**config.mk**
```make
export PLATFORM = sky130hd
export DESIGN_NAME = display_scanner_flat
export DESIGN_NICKNAME = d
export VERILOG_FILES = /design/src/rtl/display_pkg.sv /design/src/rtl/display_scanner_if.sv /design/src/rtl/bcd_converter.sv /design/src/rtl/display_scanner.sv /design/src/flat_wrapper.sv
export SDC_FILE = /design/constraint.sdc
export NUM_CORES = 1
export LEC_CHECK = 0
export ABC_CLOCK_PERIOD_IN_PS = 2900
export CAP_MARGIN = 20
export CORE_ASPECT_RATIO = 1.5
export CORE_MARGIN = 2
export CORE_UTILIZATION = 40
export CTS_CLUSTER_SIZE = 24
export DETAILED_ROUTE_END_ITERATION = 8
export MAX_ROUTING_LAYER = met4
export PLACE_DENSITY = 0.65
export SLEW_MARGIN = 20
export SYNTH_ARGS = -nofsm -noshare
export SYNTH_HDL_FRONTEND = slang
export SYNTH_SLANG_ARGS = --single-unit
```
**constraint.sdc**
```tcl
create_clock -name clk -period 2.9 [get_ports clk]
set_clock_uncertainty 0.1 [all_clocks]
set_input_delay 0.58 -clock clk [delete_from_list [all_inputs] [get_ports clk]]
set_output_delay 0.58 -clock clk [all_outputs]
set_load 0.02 [all_outputs]
```
**src/rtl/display_pkg.sv**
```systemverilog
// Shared constants and FSM encoding for the seven-segment display scanner.
package display_pkg;

  localparam logic [3:0] DIG_DASH  = 4'd10;
  localparam logic [3:0] DIG_BLANK = 4'd15;

  localparam int MAX_DISP = 9999;
  localparam int MIN_DISP = -999;

  // One magnitude bit is consumed per conversion step.
  localparam int unsigned BCD_STEPS = 14;

  typedef enum logic [1:0] {
    S_IDLE,
    S_CONVERT,
    S_FORMAT
  } state_e;

endpackage

```
**src/rtl/display_scanner_if.sv**
```systemverilog
// Load/display bus between a value producer (master) and the scanner (slave).
interface display_scanner_if;
  logic [14:0] value;
  logic        load;
  logic        pointEn;
  logic [1:0]  pointPos;
  logic        busy;
  logic [3:0]  digit;
  logic        showPoint;
  logic [3:0]  anode;

  modport master (
    output value, load, pointEn, pointPos,
    input  busy, digit, showPoint, anode
  );

  modport slave (
    input  value, load, pointEn, pointPos,
    output busy, digit, showPoint, anode
  );
endinterface

```
**src/rtl/bcd_converter.sv**
```systemverilog
// Sequential 14-bit binary to 4-digit BCD converter (shift-add-3, MSB first).
module bcd_converter
  import display_pkg::*;
(
  input  logic        clk,
  input  logic        rst_n,
  input  logic        start_i,
  input  logic [13:0] bin_i,
  output logic        done_o,
  output logic [15:0] bcd_o
);

  logic [13:0] bin_q, bin_d;
  logic [15:0] bcd_q, bcd_d;
  logic [3:0]  step_q, step_d;
  logic        active_q, active_d;
  logic [15:0] adj;
  logic [29:0] shifted;

  // done_o marks the cycle whose clock edge performs the final step, so
  // bcd_o holds the complete result from the following cycle onward.
  assign done_o = active_q && (step_q == 4'(BCD_STEPS - 1));
  assign bcd_o  = bcd_q;

  // Add-3 correction on every BCD nibble that is 5 or more, then shift.
  always_comb begin
    adj = bcd_q;
    for (int unsigned i = 0; i < 4; i++) begin
      if (bcd_q[4*i +: 4] >= 4'd5) adj[4*i +: 4] = bcd_q[4*i +: 4] + 4'd3;
    end
    shifted = {adj, bin_q} << 1;
  end

  // Next-state for the shift register and step counter.
  always_comb begin
    bin_d    = bin_q;
    bcd_d    = bcd_q;
    step_d   = step_q;
    active_d = active_q;
    if (start_i) begin
      bin_d    = bin_i;
      bcd_d    = '0;
      step_d   = '0;
      active_d = 1'b1;
    end else if (active_q) begin
      {bcd_d, bin_d} = shifted;
      step_d         = step_q + 4'd1;
      if (done_o) active_d = 1'b0;
    end
  end

  // Conversion state registers.
  always_ff @(posedge clk or negedge rst_n) begin
    if (!rst_n) begin
      bin_q    <= '0;
      bcd_q    <= '0;
      step_q   <= '0;
      active_q <= 1'b0;
    end else begin
      bin_q    <= bin_d;
      bcd_q    <= bcd_d;
      step_q   <= step_d;
      active_q <= active_d;
    end
  end

endmodule

```
**src/rtl/display_scanner.sv**
```systemverilog
// Four-digit multiplexed display driver: captures a signed value, converts it
// to BCD, formats it (sign, blanking, overflow dashes) and scans the anodes.
module display_scanner
  import display_pkg::*;
#(
  parameter int unsigned REFRESH_DIV = 100000
) (
  input  logic              clk,
  input  logic              rst_n,
  display_scanner_if.slave  bus
);

  localparam int unsigned CW = $clog2(REFRESH_DIV);

  state_e      state_q, state_d;
  logic        busy_q;
  logic        sign_q, oor_q, pe_q, pe_d;
  logic [1:0]  pp_q, pp_d;
  logic [3:0]  disp_q [4];
  logic [3:0]  disp_d [4];
  logic [3:0]  fmt    [4];
  logic [CW-1:0] cnt_q, cnt_d;
  logic [1:0]  idx_q, idx_d;
  logic [3:0]  anode_q, digit_q;
  logic        sp_q;

  logic        accept, neg, oor, conv_done, lead;
  logic [14:0] mag;
  logic [15:0] bcd;

  assign accept = (state_q == S_IDLE) && bus.load;
  assign neg    = bus.value[14];
  assign mag    = neg ? (~bus.value + 15'd1) : bus.value;
  assign oor    = neg ? (int'(mag) > -MIN_DISP) : (int'(mag) > MAX_DISP);

  bcd_converter u_bcd (
    .clk     (clk),
    .rst_n   (rst_n),
    .start_i (accept),
    .bin_i   (mag[13:0]),
    .done_o  (conv_done),
    .bcd_o   (bcd)
  );

  // FSM next state.
  always_comb begin
    state_d = state_q;
    case (state_q)
      S_IDLE:    if (bus.load) state_d = S_CONVERT;
      S_CONVERT: if (conv_done) state_d = S_FORMAT;
      S_FORMAT:  state_d = S_IDLE;
      default:   state_d = S_IDLE;
    endcase
  end

  // FSM state and busy flag.
  always_ff @(posedge clk or negedge rst_n) begin
    if (!rst_n) begin
      state_q <= S_IDLE;
      busy_q  <= 1'b0;
    end else begin
      state_q <= state_d;
      busy_q  <= (state_d != S_IDLE);
    end
  end

  // Capture sign, range and point settings on an accepted load.
  always_ff @(posedge clk or negedge rst_n) begin
    if (!rst_n) begin
      sign_q <= 1'b0;
      oor_q  <= 1'b0;
      pe_q   <= 1'b0;
      pp_q   <= '0;
    end else if (accept) begin
      sign_q <= neg;
      oor_q  <= oor;
      pe_q   <= bus.pointEn;
      pp_q   <= bus.pointPos;
    end
  end

  assign pe_d = accept ? bus.pointEn  : pe_q;
  assign pp_d = accept ? bus.pointPos : pp_q;

  // Format the BCD result; a negative sign occupies digit 3 without ending blanking.
  always_comb begin
    lead = 1'b1;
    for (int unsigned i = 0; i < 4; i++) fmt[i] = DIG_BLANK;
    if (oor_q) begin
      for (int unsigned i = 0; i < 4; i++) fmt[i] = DIG_DASH;
    end else begin
      for (int unsigned k = 0; k < 3; k++) begin
        if (sign_q && k == 0) begin
          fmt[3] = DIG_DASH;
        end else if (lead && bcd[4*(3-k) +: 4] == 4'd0) begin
          fmt[3-k] = DIG_BLANK;
        end else begin
          lead     = 1'b0;
          fmt[3-k] = bcd[4*(3-k) +: 4];
        end
      end
      fmt[0] = bcd[3:0];
    end
    for (int unsigned i = 0; i < 4; i++) disp_d[i] = disp_q[i];
    if (state_q == S_FORMAT) begin
      for (int unsigned i = 0; i < 4; i++) disp_d[i] = fmt[i];
    end
  end

  // Display registers, updated together when formatting completes.
  always_ff @(posedge clk or negedge rst_n) begin
    if (!rst_n) begin
      for (int unsigned i = 0; i < 4; i++) disp_q[i] <= DIG_BLANK;
    end else begin
      for (int unsigned i = 0; i < 4; i++) disp_q[i] <= disp_d[i];
    end
  end

  // Refresh counter and scan index next state.
  always_comb begin
    cnt_d = cnt_q + CW'(1);
    idx_d = idx_q;
    if (cnt_q == CW'(REFRESH_DIV - 1)) begin
      cnt_d = '0;
      idx_d = idx_q + 2'd1;
    end
  end

  // Scanner and registered outputs, computed from next-state values so the
  // outputs line up with the index and display contents they reflect.
  always_ff @(posedge clk or negedge rst_n) begin
    if (!rst_n) begin
      cnt_q   <= '0;
      idx_q   <= '0;
      anode_q <= 4'b1110;
      digit_q <= DIG_BLANK;
      sp_q    <= 1'b0;
    end else begin
      cnt_q   <= cnt_d;
      idx_q   <= idx_d;
      anode_q <= ~(4'b0001 << idx_d);
      digit_q <= disp_d[idx_d];
      sp_q    <= pe_d && (pp_d == idx_d);
    end
  end

  assign bus.busy      = busy_q;
  assign bus.anode     = anode_q;
  assign bus.digit     = digit_q;
  assign bus.showPoint = sp_q;

endmodule

```
**src/flat_wrapper.sv**
```systemverilog
// flat-port wrapper written by rule: the top's interface ports become plain ports
module display_scanner_flat import display_pkg::*;
#(
  parameter int unsigned REFRESH_DIV = 100000
)
  (clk, rst_n, bus_value, bus_load, bus_pointEn, bus_pointPos, bus_busy, bus_digit, bus_showPoint, bus_anode);
  display_scanner_if bus_i ();
  input  logic clk;
  input  logic rst_n;
  input wire logic [$bits(bus_i.value)-1:0] bus_value;
  input wire logic [$bits(bus_i.load)-1:0] bus_load;
  input wire logic [$bits(bus_i.pointEn)-1:0] bus_pointEn;
  input wire logic [$bits(bus_i.pointPos)-1:0] bus_pointPos;
  output wire logic [$bits(bus_i.busy)-1:0] bus_busy;
  output wire logic [$bits(bus_i.digit)-1:0] bus_digit;
  output wire logic [$bits(bus_i.showPoint)-1:0] bus_showPoint;
  output wire logic [$bits(bus_i.anode)-1:0] bus_anode;
  assign bus_i.value = bus_value;
  assign bus_i.load = bus_load;
  assign bus_i.pointEn = bus_pointEn;
  assign bus_i.pointPos = bus_pointPos;
  assign bus_busy = bus_i.busy;
  assign bus_digit = bus_i.digit;
  assign bus_showPoint = bus_i.showPoint;
  assign bus_anode = bus_i.anode;
  display_scanner #(.REFRESH_DIV(REFRESH_DIV)) u_core (.clk(clk), .rst_n(rst_n), .bus(bus_i));
endmodule
```
==> out/results.ini <==
[critical_path]
timing.rr.start = u_core.cnt_q[0]
start_kind = primary input
cp.required_ps = 3040
critPathArrivalTime_ps = 2690
crit_fanout = 5
worst_r2r_path_depth = 8
end_kind = register
critPathKind = in -> reg
critPathLaunch = bus_value[1]

[placement]
gp_congestion = 0.842
numPortBuffers = 30
hpwl_mm = 6.76

[logic_synthesis]
synth_area_um2 = 4730
synth_common_cells = dfrtp_1, nand2_1, nor2_1
avgSynthCellArea_um2 = 9.55
synth_most_common_cell = dfrtp_1
synthCells = 495
yosys.cell_types.count = 54
synth_fp_nets = 530
yosysSeqAreaShare_pct = 46.7
synth_top_area_share_pct = 33.9
synth_area_leaders = dfrtp_1, dfstp_2, xnor2_1
synth_ff_type = dfrtp_1
synthArstFlopShare_pct = 100
yosys_warnings = 0
ys_ff_latch = 87
yosysTopAreaCell = dfrtp_1
synth_edf_count = 0

[sta]
holdWs_ps = 70.1
finalCritPeriodShare_pct = 88.1
grt_setup_unrepaired = false
relSlewSlack_pct = 58.1
hold_viol = 0
fin_crit_ps = 2560
tns_ps = 0
setup-violations-final = 0
fmax_ghz = 0.391
max_slew.worst_pin.slew_ps = 629
slew_violations = 0

[clock_tree]
clock_sinks = 87
clock_latency_ps = 340
postCtsSetupRepairBufs = 0
cts_root_buffer = clkbuf_16
clk_pin_slew_ps = 60
cts_resized = 0
cts_tree = done
clk_path_buf_depth = 2
holdBufCountCts = 0
cts_max_level = 3
cts_buffers = 9

[routing]
wl_per_cell_um = 13.7
vias_per_cell = 5.34
dr.pass1.iters = 4
wl_mm = 9.46
num_vias = 3677
remaining_drc_errors = 0
drt-initial-drc-count = 126
final_antenna_net_count = 0

[die]
initial_utilization_pct = 41.0
die_height_um = 137
core_area_um2 = 11500
dieArea_um2 = 12700
pin_count = 31
die_w_um = 92.8
fp-row-count = 48

[cells_and_area]
area_growth_pct = 17.9
final_layout_size_suffix_gt1_share_pct = 14.5
multi_input_area_um2 = 2360
n_fill_cell = 1100
fin_nets = 568
seq_area_um2 = 2210
antenna_cells = 0

[pwr]
p_per_area_nw_per_um2 = 844
ir_drop_uv = 323
combPwrFrac_pct = 35.5
seq_power_share_pct = 41.8
p_int_mw = 3.03
switching_share_pct = 35.6
p_sw_mw = 1.67
power_frac_clock_pct = 22.7
leakagePower_nw = 2.35

[grt]
grt_pass1_vias = 3675
antenna_found_initial = 0
grt_max_degree = 58
grt_pass1_wl_mm = 16.4
track_usage_pct = 16.6
gr-total-overflow = 0

[flow_run]
maxCapViolCount = 0

[min_path]
hp-class = in -> async

[run_status]
outcome = complete, no violations

-- worst paths after layout --
| kind | slack, ps | to |
|---|---|---|
| min in group clk | 370 | u_core.disp_q[6] |
| max reg2reg | 600 | u_core.bus.digit[3] |
| min | 70 | u_core.cnt_q[12] |
| min reg2reg | 370 | u_core.disp_q[6] |
| max | 340 | u_core.oor_q |
| max in group asynchronous | 1960 | u_core.disp_q[0] |
-- worst max-delay path, stage by stage --
cell,delay [ps]
clkdlybuf4s50_1,480
inv_1,110
ha_1,200
nor4b_2,440
a31oi_1,170
xor2_1,180
o21ai_0,190
o2111ai_1,150
o21a_1,200
-- metal layers --
metal / track usage, % / wire (um) / share of wire, %
met2: 28.4 / 4770 / 50
met5: - / 0 / 0
met3: 2.64 / 270 / 2.9
met1: 18.6 / 4080 / 43
met4: 8.99 / 335 / 3.5
-- area by class of cell --
cell class	count	area share (%)
Tap cell	150	3.37
Inverter	19	1.28
Timing Repair Buffer	50	8.48
Clock buffer	11	4.35
Clock inverter	5	0.606
Multi-Input combinational cell	366	42.3
Sequential cell	87	39.6
-- cell families after synthesis --
group                    after synthesis  share of synthesized area, %
AO/OA/AOI/OAI                        109                          14.4
XOR/XNOR                              38                          7.33
adder cells (fa/ha/maj)               14                          3.70
buffers and inverters                 42                          3.55
flip-flops                            87                          46.7
multiplexers                          20                          4.37
AND/OR/NAND/NOR                      185                          20.0
-- sequential cells by signal, summed over array words and instances, names as in the netlist, 2 cells and up --
signal               cells
u_core.state_q           2
u_core.disp_q           16
u_core.idx_q             2
u_core.bus.anode         4
u_core.u_bcd.step_q      4
u_core.bus.digit         4
u_core.cnt_q            17
u_core.pp_q              2
u_core.u_bcd.bcd_o      16
u_core.u_bcd.bin_q      14
-- cells in the final DEF, fill, tap and decap left out, types with 9 or more instances in the layout --
cell             instances
nor3_1                  12
nand3_1                 15
dfrtp_1                 64
nand2b_1                12
o21ai_0                 36
mux2i_1                 15
nor2_1                  47
ha_1                    14
xnor2_1                 22
a21oi_1                 29
dfstp_2                 23
clkdlybuf4s50_1         29
a211oi_1                10
xor2_1                  15
inv_1                   18
nor2b_1                 10
clkbuf_16                9
nand2_1                 50
buf_4                   19
-- through the flow --
step | std cells | power [mW] | utilization (%) | worst slack, ps | cell area (um^2)
final | 688 | 4.70 | 48.3 | 344 | 5570
after global routing | 688 | 5.07 | 48.3 | 74.6 | 5570
after CTS | 688 | 4.76 | 48.3 | 351 | 5570
after detailed placement | 672 | 3.66 | 45.9 | -18.9 | 5300
after global placement | 672 | 3.59 | 45.9 | 72.5 | 5300
after floorplan | 495 | 3.14 | - | 630 | 4730
-- power by group through the flow --
stage | clock, mW | combinational [mW] | sequential [mW]
final | 1.07 | 1.67 | 1.97
after global routing | 1.14 | 1.90 | 2.03
after CTS | 1.09 | 1.70 | 1.97
after detailed placement | 0 | 1.67 | 1.99
after global placement | 0 | 1.62 | 1.97
after floorplan | 0 | 1.23 | 1.91
(Power assumes the default switching activity.)
